### src/rtl/serial_subtractor.sv
`default_nettype none
// ============================================================================
//  Module   : serial_subtractor
//  Purpose  : Bit-serial unsigned subtractor, a - b one bit per clock, LSB
//             first, through a single full-subtractor cell and a registered
//             borrow. Start/done handshake; result held until the next one.
//  Revision : 1.0  initial release
// ============================================================================
module serial_subtractor #(
   parameter int WIDTH = 8
) (
   input  logic             clk,
   input  logic             reset,
   input  logic             start,
   input  logic [WIDTH-1:0] a,
   input  logic [WIDTH-1:0] b,
   output logic             busy,
   output logic             done,
   output logic [WIDTH-1:0] diff,
   output logic             borrow
);

   // Counter only has to reach WIDTH-1; WIDTH >= 2 keeps this at least 1 bit.
   localparam int CNT_W = $clog2(WIDTH);

   typedef enum logic [1:0] {
      S_IDLE = 2'd0,
      S_RUN  = 2'd1,
      S_DONE = 2'd2
   } state_t;

   state_t             state_q, state_d;
   logic [WIDTH-1:0]   sa_q, sa_d;
   logic [WIDTH-1:0]   sb_q, sb_d;
   logic [WIDTH-1:0]   sd_q, sd_d;
   logic               bin_q, bin_d;
   logic [CNT_W-1:0]   cnt_q, cnt_d;
   logic [WIDTH-1:0]   diff_q, diff_d;
   logic               borrow_q, borrow_d;

   logic               x, y, d_bit, bout;

   // Next-state logic: load on start, one full-subtractor step per RUN edge.
   always_comb begin
      state_d  = state_q;
      sa_d     = sa_q;
      sb_d     = sb_q;
      sd_d     = sd_q;
      bin_d    = bin_q;
      cnt_d    = cnt_q;
      diff_d   = diff_q;
      borrow_d = borrow_q;

      x     = sa_q[0];
      y     = sb_q[0];
      d_bit = x ^ y ^ bin_q;
      bout  = (~x & y) | (~(x ^ y) & bin_q);

      case (state_q)
         S_IDLE: begin
            if (start) begin
               sa_d    = a;
               sb_d    = b;
               bin_d   = 1'b0;
               cnt_d   = '0;
               sd_d    = '0;
               state_d = S_RUN;
            end
         end
         S_RUN: begin
            sd_d  = {d_bit, sd_q[WIDTH-1:1]};
            sa_d  = sa_q >> 1;
            sb_d  = sb_q >> 1;
            bin_d = bout;
            cnt_d = cnt_q + CNT_W'(1);
            // Last bit: publish the fully assembled word and the MSB borrow.
            if (cnt_q == CNT_W'(WIDTH - 1)) begin
               diff_d   = {d_bit, sd_q[WIDTH-1:1]};
               borrow_d = bout;
               state_d  = S_DONE;
            end
         end
         S_DONE: begin
            state_d = S_IDLE;
         end
         default: begin
            state_d = S_IDLE;
         end
      endcase
   end

   // State and datapath registers; reset clears everything asynchronously.
   always_ff @(posedge clk or posedge reset) begin
      if (reset) begin
         state_q  <= S_IDLE;
         sa_q     <= '0;
         sb_q     <= '0;
         sd_q     <= '0;
         bin_q    <= 1'b0;
         cnt_q    <= '0;
         diff_q   <= '0;
         borrow_q <= 1'b0;
      end else begin
         state_q  <= state_d;
         sa_q     <= sa_d;
         sb_q     <= sb_d;
         sd_q     <= sd_d;
         bin_q    <= bin_d;
         cnt_q    <= cnt_d;
         diff_q   <= diff_d;
         borrow_q <= borrow_d;
      end
   end

   assign busy   = (state_q != S_IDLE);
   assign done   = (state_q == S_DONE);
   assign diff   = diff_q;
   assign borrow = borrow_q;

endmodule
`default_nettype wire

### config.mk
export PLATFORM = sky130hd
export DESIGN_NAME = serial_subtractor
export DESIGN_NICKNAME = d
export VERILOG_FILES = /design/src/rtl/serial_subtractor.sv
export SDC_FILE = /design/constraint.sdc
export NUM_CORES = 1
export LEC_CHECK = 0
export BUFFER_PORTS_ARGS = -buffer_cell sky130_fd_sc_hd__buf_2
export CORE_UTILIZATION = 30
export CTS_BUF_LIST = sky130_fd_sc_hd__clkbuf_4 sky130_fd_sc_hd__clkbuf_8 sky130_fd_sc_hd__clkbuf_16
export DETAILED_ROUTE_END_ITERATION = 10
export PLACE_DENSITY_LB_ADDON = 0.2
export REMOVE_ABC_BUFFERS = 1
export SYNTH_ARGS = -nofsm -noshare
export SYNTH_HDL_FRONTEND = slang
export SYNTH_SLANG_ARGS = --single-unit
### constraint.sdc
create_clock -name clk -period 3.82 [get_ports clk]
set_clock_uncertainty 0.05 [all_clocks]
set_input_delay 0.573 -clock clk [delete_from_list [all_inputs] [get_ports clk]]
set_output_delay 0.573 -clock clk [all_outputs]
set_load 0.05 [all_outputs]
==> results of run 1 <==
cells by family after synthesis:
logic type	Yosys count	synth area share [%]
flops	38	54.5
buf+inv	30	8.82
simple gates	30	10.9
compound gates	29	15.2
mux	10	8.03
fa+ha+maj	3	2.58
area by class of cell:
class / count / area share [%]
timing repair buffer: 31 / 8.02
inverter: 19 / 3.57
sequential: 38 / 47.6
multi-input combinational: 72 / 32.1
tap: 72 / 4.51
clock buffer: 7 / 4.20
final timing paths:
check	from	endpoint	slack [ns]	cells after the start
min in group clk	cnt_q[0]	cnt_q[0]	0.44	1
setup reg to reg	state_q[1]	sa_q[3]	1.86	2
max in group asynchronous	reset	borrow	3.04	3
setup / recovery	state_q[1]	busy	1.41	3
hold / removal	reset	sd_q[1]	0.34	3
hold reg to reg	cnt_q[0]	cnt_q[0]	0.44	1
cell usage in the layout (no fill, tap or decap), types with 2 or more instances in the layout:
cell type and n:
nor2b_1 5, nor4b_1 11, ha_1 2, a221oi_1 11, buf_2 29, clkbuf_4 2
dfrtp_1 38, a222oi_1 3, clkbuf_8 5, buf_4 2, mux2i_1 2, nor2_1 12
inv_1 19, a22o_1 9, a32o_1 2, mux2_4 8
state kept, by name, indices dropped and copies added, names as in the netlist:
name / flops
bin_q: 1
borrow: 1
cnt_q: 3
diff: 8
sa_q: 8
sb_q: 8
sd_q: 7
state_q: 2
where the power goes:
| group | internal, mW | switching [mW] | total [mW] |
|---|---|---|---|
| clock network | 0.140 | 0.130 | 0.270 |
| logic | 0.306 | 0.409 | 0.715 |
| registers | 0.583 | 0.121 | 0.704 |
per-layer routing:
metal  vias up  track usage (%)  part of all wire, %
met5         -                0                    0
met4         0             6.11                  2.0
met3         8             3.02                  3.8
met2        27             18.5                   46
met1       589             14.3                   48
li1        558                -                    -
critical path, stage by stage (launching register included):
cell,delay (ns)
dfrtp_1,0.87
nor2_1,0.27
inv_1,0.10
buf_2,0.26
==> reports/results.ini, run 1 <==
[drt]
vias = 1182
drtAntennaViolNets = 0
initialDrtViolationCount = 33
drc = 0
wl_per_cell_um = 13.4
via_per_inst = 4.95
routed_wl_um = 3200
drt_first_pass_iters = 6

[place]
port_buffers = 29
preCtsSetupSlack_ns = 1.72
place_area_um2 = 1910
dpl.cell_count = 232
hpwl_um = 2140
routabilityCongestion = 0.726

[floorplanning]
dieHeight_um = 78.3
coreArea_um2 = 5540
fp.dieW_um = 78.3
start_util_pct = 31.5
die_area_um2 = 6130
ios = 30
rows = 27

[setup_path]
worstPathArrival_ns = 1.79
critPathCaptureType = primary output
critPathRequiredTime_ns = 3.20
critPathMaxFanout = 29
start_kind = flop
worst-setup-path-type = reg2out

[timing]
hold_viol_final = 0
rsz0062_at_grt = no
setup_slack_ns = 1.41
setup_viol = 0
period_share_pct = 63.0
maxSlewViolCount = 0
relSlewSlack_pct = 43.0
max_freq_ghz = 0.415
whs_ns = 0.338
fin_crit_ns = 2.41
setup-tns-final_ns = 0
worst_pin_slew_ns = 0.854

[logic_synthesis]
synth_ff_type = dfrtp_1
yosys.area.top_type = dfrtp_1
ys_seq_area_share_pct = 54.5
syn_area_per_cell_um2 = 12.5
syn_inst = 140
ys_top_cells_by_count = dfrtp_1 (38), inv_1 (19), nor2_1 (12)
yosysWarnings = 0
syn_area_um2 = 1750
yosysMostFrequentCell = dfrtp_1
ys_top_cells_by_area = dfrtp_1 (54%), mux2_4 (6.9%), a221oi_1 (5.5%), nor4b_1 (5.5%), a22o_1 (4.5%)
synth-edff-count = 0
synthArstFlopShare_pct = 100
synth-seq-cells = 38
ys_types = 22
yosysTopAreaCellShare_pct = 54.5

[cells_and_area]
final_util_pct = 36.0
fin_cells = 239
fillCellCount = 590
regArea_um2 = 951
multi_input_area_um2 = 641
fin_area_um2 = 2000
drive_above_1_share_pct = 29.3
antenna_cells = 0
fin_nets = 189
area_growth_pct = 14.4

[power]
irDropWorstVdd_uv = 308
power_leakage_nw = 0.978
p_per_area_nw_per_um2 = 846
power_mw = 1.69

[clock_network]
cts_hold_buf = 0
cts_tree = built
post-cts-setup-buffers = 0
clockBufferDepth = 2
htreeDepth = 2
cts_root_buffer = clkbuf_8
cts_sinks = 38
clk_latency_ns = 0.28
cts-buffers-inserted = 5
postCtsResizedCells = 0
clk_pin_slew_ns = 0.07

[grt]
grt_pass1_wl_um = 5460
grt_max_degree = 39
track_usage_pct = 11.6
antenna_found_initial = 0
grt_pass1_vias = 1198
gr-total-overflow = 0

[status]
outcome = finished, final reports clean

[worst_hold_path]
hp-class = in2async

[flow_run]
maxCapViolCount = 0

Power figures use the tool's default switching activity.
==> run 2, diff against run 1 <==
==> constraint.sdc (replaced) <==
create_clock -name clk -period 1.98 [get_ports clk]
set_clock_uncertainty 0.05 [all_clocks]
set_input_delay 0.297 -clock clk [delete_from_list [all_inputs] [get_ports clk]]
set_output_delay 0.297 -clock clk [all_outputs]
set_load 0.05 [all_outputs]
==> run 2 against run 1 <==
Clock-buffer cell count fell by 1. Flip-flop and latch count is the same. Clock power grew to 3.0 times the previous value. Critical path depth did not move. Sequential share of layout area shrank 2.2 points. Utilization is 1.7 points higher. First-iteration DRC count is 55% higher. Combinational power grew 100%. Die area unchanged. Wire length up 5.2%.
==> reports/results.ini, run 2 (synthesis gave the netlist of run 1 again) <==
[setup_path]
worst-setup-path-type = reg2out
crit_family = flip-flops
critPathCaptureType = primary output
critPathRequiredTime_ns = 1.63
start_kind = flop
cp_slowest_stage_delay_ns = 0.48
critPathMaxFanout = 9
cp_cell_sequence = nor2_1 > inv_1 > buf_2
critPathSlowestCell = dfrtp_1
worstPathArrival_ns = 1.42
cp_num_buf_inv = 2

[grt]
track_usage_pct = 12.2
grt_max_degree = 39
gr-total-overflow = 0
antenna_found_initial = 0
grt_pass1_wl_um = 5860
grt_pass1_vias = 1225

[timing]
fin_crit_ns = 1.77
max_freq_ghz = 0.565
setup-tns-final_ns = 0
worst_pin_slew_ns = 0.802
hold_viol_final = 0
relSlewSlack_pct = 46.4
period_share_pct = 89.4
whs_ns = 0.0692
rsz0062_at_grt = no
maxSlewViolCount = 0
setup_viol = 0
setup_slack_ns = 0.209

[clock_network]
clk_pin_slew_ns = 0.08
post-cts-setup-buffers = 0
cts-buffers-inserted = 5
cts_root_buffer = clkbuf_8
cts_sinks = 38
cts_tree = built
postCtsResizedCells = 0
htreeDepth = 2
clockBufferDepth = 2
clk_latency_ns = 0.29
cts_hold_buf = 0

[cells_and_area]
fin_cells = 245
final_cell_mix = dfrtp_1 (38), buf_2 (29), inv_1 (19)
final_common_cell = dfrtp_1
fin_nets = 194
drive_above_1_share_pct = 31.8
multi_input_area_um2 = 641
final_util_pct = 37.8
area_growth_pct = 19.9
antenna_cells = 0
fillCellCount = 550
fin_area_um2 = 2090
regArea_um2 = 951

[floorplanning]
coreArea_um2 = 5540
ios = 30
start_util_pct = 31.5
fp.dieW_um = 78.3
dieHeight_um = 78.3
die_area_um2 = 6130
rows = 27

[place]
routabilityCongestion = 0.663
dpl.cell_count = 237
place_area_um2 = 1950
hpwl_um = 2280
port_buffers = 29
preCtsSetupSlack_ns = 0.345

[flow_run]
maxCapViolCount = 0

[power]
power_leakage_nw = 1.03
power_mw = 3.60
p_per_area_nw_per_um2 = 1720
irDropWorstVdd_uv = 577

[drt]
via_per_inst = 4.84
drt_first_pass_iters = 4
wl_per_cell_um = 13.7
initialDrtViolationCount = 51
drc = 0
routed_wl_um = 3370
vias = 1186
drtAntennaViolNets = 0

[status]
outcome = finished, final reports clean

[worst_hold_path]
hp-class = in2async

## run 2: cell types whose count changed in the layout (fill, tap and decap cells not counted)
| cell | change |
|---|---|
| clkbuf_4 | -2 |
| bufinv_16 | +2 |
| buf_4 | +5 |
| clkbuf_8 | +1 |
## run 2: cell type report
type	instances	area share, %
Tap cell	72	4.30
Sequential cell	38	45.4
Clock inverter	2	2.87
Multi-Input combinational cell	72	30.6
Inverter	19	3.41
Clock buffer	6	3.95
Timing Repair Buffer	36	9.44
## run 2: final timing paths
| path | slack [ns] | from | cells past startpoint | to |
|---|---|---|---|---|
| max in group asynchronous | 1.47 | reset | 3 | diff[5] |
| min | 0.07 | reset | 3 | sd_q[1] |
| min in group clk | 0.22 | b[7] | 2 | sb_q[7] |
| min reg2reg | 0.45 | cnt_q[0] | 1 | cnt_q[0] |
| max reg2reg | 0.35 | cnt_q[0] | 4 | diff[5] |
| max | 0.21 | state_q[1] | 3 | busy |
## run 2: power by group
part | internal (mW) | switching [mW] | total, mW
clock network | 0.538 | 0.275 | 0.813
registers | 1.12 | 0.200 | 1.32
logic | 0.626 | 0.839 | 1.46
## run 2: metal layers
metal / routed length [µm] / GRT usage (%)
met1: 1650 / 15.6
met2: 1570 / 20.2
met3: 131 / 3.49
met4: 17 / 3.33
met5: 0 / 0
## run 2: worst reg2reg max path: stages (launching register included)
cell and delay (ns):
dfrtp_1 0.41, ha_1 0.21, ha_1 0.20, nand3b_2 0.31, mux2_4 0.34
==> run 3, diff against run 2 <==
--- a/config.mk
+++ b/config.mk
@@ -10,7 +10,6 @@
 export CTS_BUF_LIST = sky130_fd_sc_hd__clkbuf_4 sky130_fd_sc_hd__clkbuf_8 sky130_fd_sc_hd__clkbuf_16
 export DETAILED_ROUTE_END_ITERATION = 10
 export PLACE_DENSITY_LB_ADDON = 0.2
-export REMOVE_ABC_BUFFERS = 1
 export SYNTH_ARGS = -nofsm -noshare
 export SYNTH_HDL_FRONTEND = slang
 export SYNTH_SLANG_ARGS = --single-unit
==> run 3 against run 2 <==
Die area unchanged. Sequential share of layout area up 1.2 points. Largest cell class unchanged. First-iteration DRC count down 27%. Via count unchanged. Critical path type unchanged. Non-clock buffer count down 1. Total power down 7.8%. Clock-buffer cell count unchanged. Final cell count down 0.41%. Largest power group unchanged. Worst setup slack worse by 0.051 ns. Design area down 2.6%.
==> reports/results.ini, run 3 (synthesis gave the netlist of run 1 again) <==
[status]
outcome = finished, final reports clean

[timing]
setup_viol = 0
period_share_pct = 92.0
worst_pin_slew_ns = 0.764
setup_slack_ns = 0.158
fin_crit_ns = 1.82
rsz0062_at_grt = no
max_freq_ghz = 0.549
hold_viol_final = 0
maxSlewViolCount = 0
setup-tns-final_ns = 0
relSlewSlack_pct = 48.9

[drt]
drt_first_pass_iters = 5
wl_per_cell_um = 13.2
drtAntennaViolNets = 0
vias = 1186
initialDrtViolationCount = 37
routed_wl_um = 3210
via_per_inst = 4.86
drc = 0

[place]
dpl.cell_count = 236
port_buffers = 29
routabilityCongestion = 0.719
preCtsSetupSlack_ns = 0.348
hpwl_um = 2160
place_area_um2 = 1940

[floorplanning]
ios = 30
start_util_pct = 31.5
rows = 27
fp.dieW_um = 78.3
die_area_um2 = 6130
coreArea_um2 = 5540
dieHeight_um = 78.3

[grt]
gr-total-overflow = 0
antenna_found_initial = 0
grt-busiest-layer = met2
use_met2_pct = 19.2
track_usage_pct = 11.8
grt_pass1_vias = 1259
grt_pass1_wl_um = 5650
grt_util_met3_pct = 3.60
grt_util_met1_pct = 14.7
grt_max_degree = 39

[cells_and_area]
fin_area_um2 = 2040
fin_cells = 244
drive_above_1_share_pct = 31.4
fin_nets = 193
antenna_cells = 0
final_cell_mix = dfrtp_1 (38), buf_2 (29), inv_1 (19)
final_common_cell = dfrtp_1
area_growth_pct = 16.8

[clock_network]
cts_root_buffer = clkbuf_8
htreeDepth = 2
cts_tree = built
cts_hold_buf = 0
post-cts-setup-buffers = 0
clockBufferDepth = 2
clk_pin_slew_ns = 0.08
cts_sinks = 38
postCtsResizedCells = 0
clk_latency_ns = 0.29
cts-buffers-inserted = 5

[setup_path]
worst-setup-path-type = reg2out
start_kind = flop
critPathRequiredTime_ns = 1.63
cp_cell_sequence = nor2_1 > inv_1 > buf_2
crit_family = flip-flops
worstPathArrival_ns = 1.48
cp_num_buf_inv = 2
critPathCaptureType = primary output
cp_slowest_stage_delay_ns = 0.49
critPathMaxFanout = 10
critPathSlowestCell = dfrtp_1

[logic_synthesis]
synth.net_count = 162

[flow_run]
maxCapViolCount = 0

[power]
irDropWorstVdd_uv = 491
power_leakage_nw = 1.00
power_mw = 3.32
p_per_area_nw_per_um2 = 1630

[worst_hold_path]
hp-class = in2async

## run 3: cell types whose count changed in the layout (fill, tap and decap cells not counted), sizes merged
cell / change
buf: -1
bufinv: -2
clkinv: +1
clkinvlp: +1
## run 3: path summary, 6_finish.rpt
| check | end | slack, ns | startpoint | depth (start not counted) |
|---|---|---|---|---|
| worst max-delay path | busy | 0.16 | state_q[1] | 3 |
| worst min-delay path | sd_q[4] | 0.07 | reset | 3 |
| worst max register to register | diff[1] | 0.37 | cnt_q[0] | 4 |
| worst min register to register | cnt_q[0] | 0.44 | cnt_q[0] | 1 |
| max in group asynchronous | sa_q[7] | 1.47 | reset | 3 |
| min in group clk | sb_q[7] | 0.22 | b[7] | 2 |
## run 3: per-stage QoR
step | utilization [%] | hold slack [ns]
6_report | 36.8 | 0.0746
5_1_grt | 36.8 | 0.106
4_1_cts | 36.8 | 0.0901
3_5_place_dp | 35.1 | 0.399
3_3_place_gp | 35.1 | 0.383
2_1_floorplan | - | 0.407
## run 3: metal layers
layer	vias up	wire [µm]
li1	569	-
met1	579	1550
met2	31	1480
met3	7	140
met4	0	47
met5	-	0
## run 3: final cells by class
class                   count  area (µm²)
clock buffers               6        82.6
clock inverters             2        12.5
fillers                   569        3500
inverters                  19        71.3
multi-input cells          72         641
flip-flops and latches     38         951
well taps                  72        90.1
repair buffers             35         190
## run 3: power by group
part / leakage [nW] / switching [mW] / internal [mW] / total (mW)
Sequential: 0.469 / 0.211 / 1.12 / 1.33
Combinational: 0.484 / 0.812 / 0.618 / 1.43
Clock: 0.0472 / 0.274 / 0.280 / 0.554
Total: 1.00 / 1.30 / 2.02 / 3.32
## run 3: worst min-delay path, stage by stage
cell	delay [ns]
buf_2	0.09
inv_1	0.05
buf_4	0.42
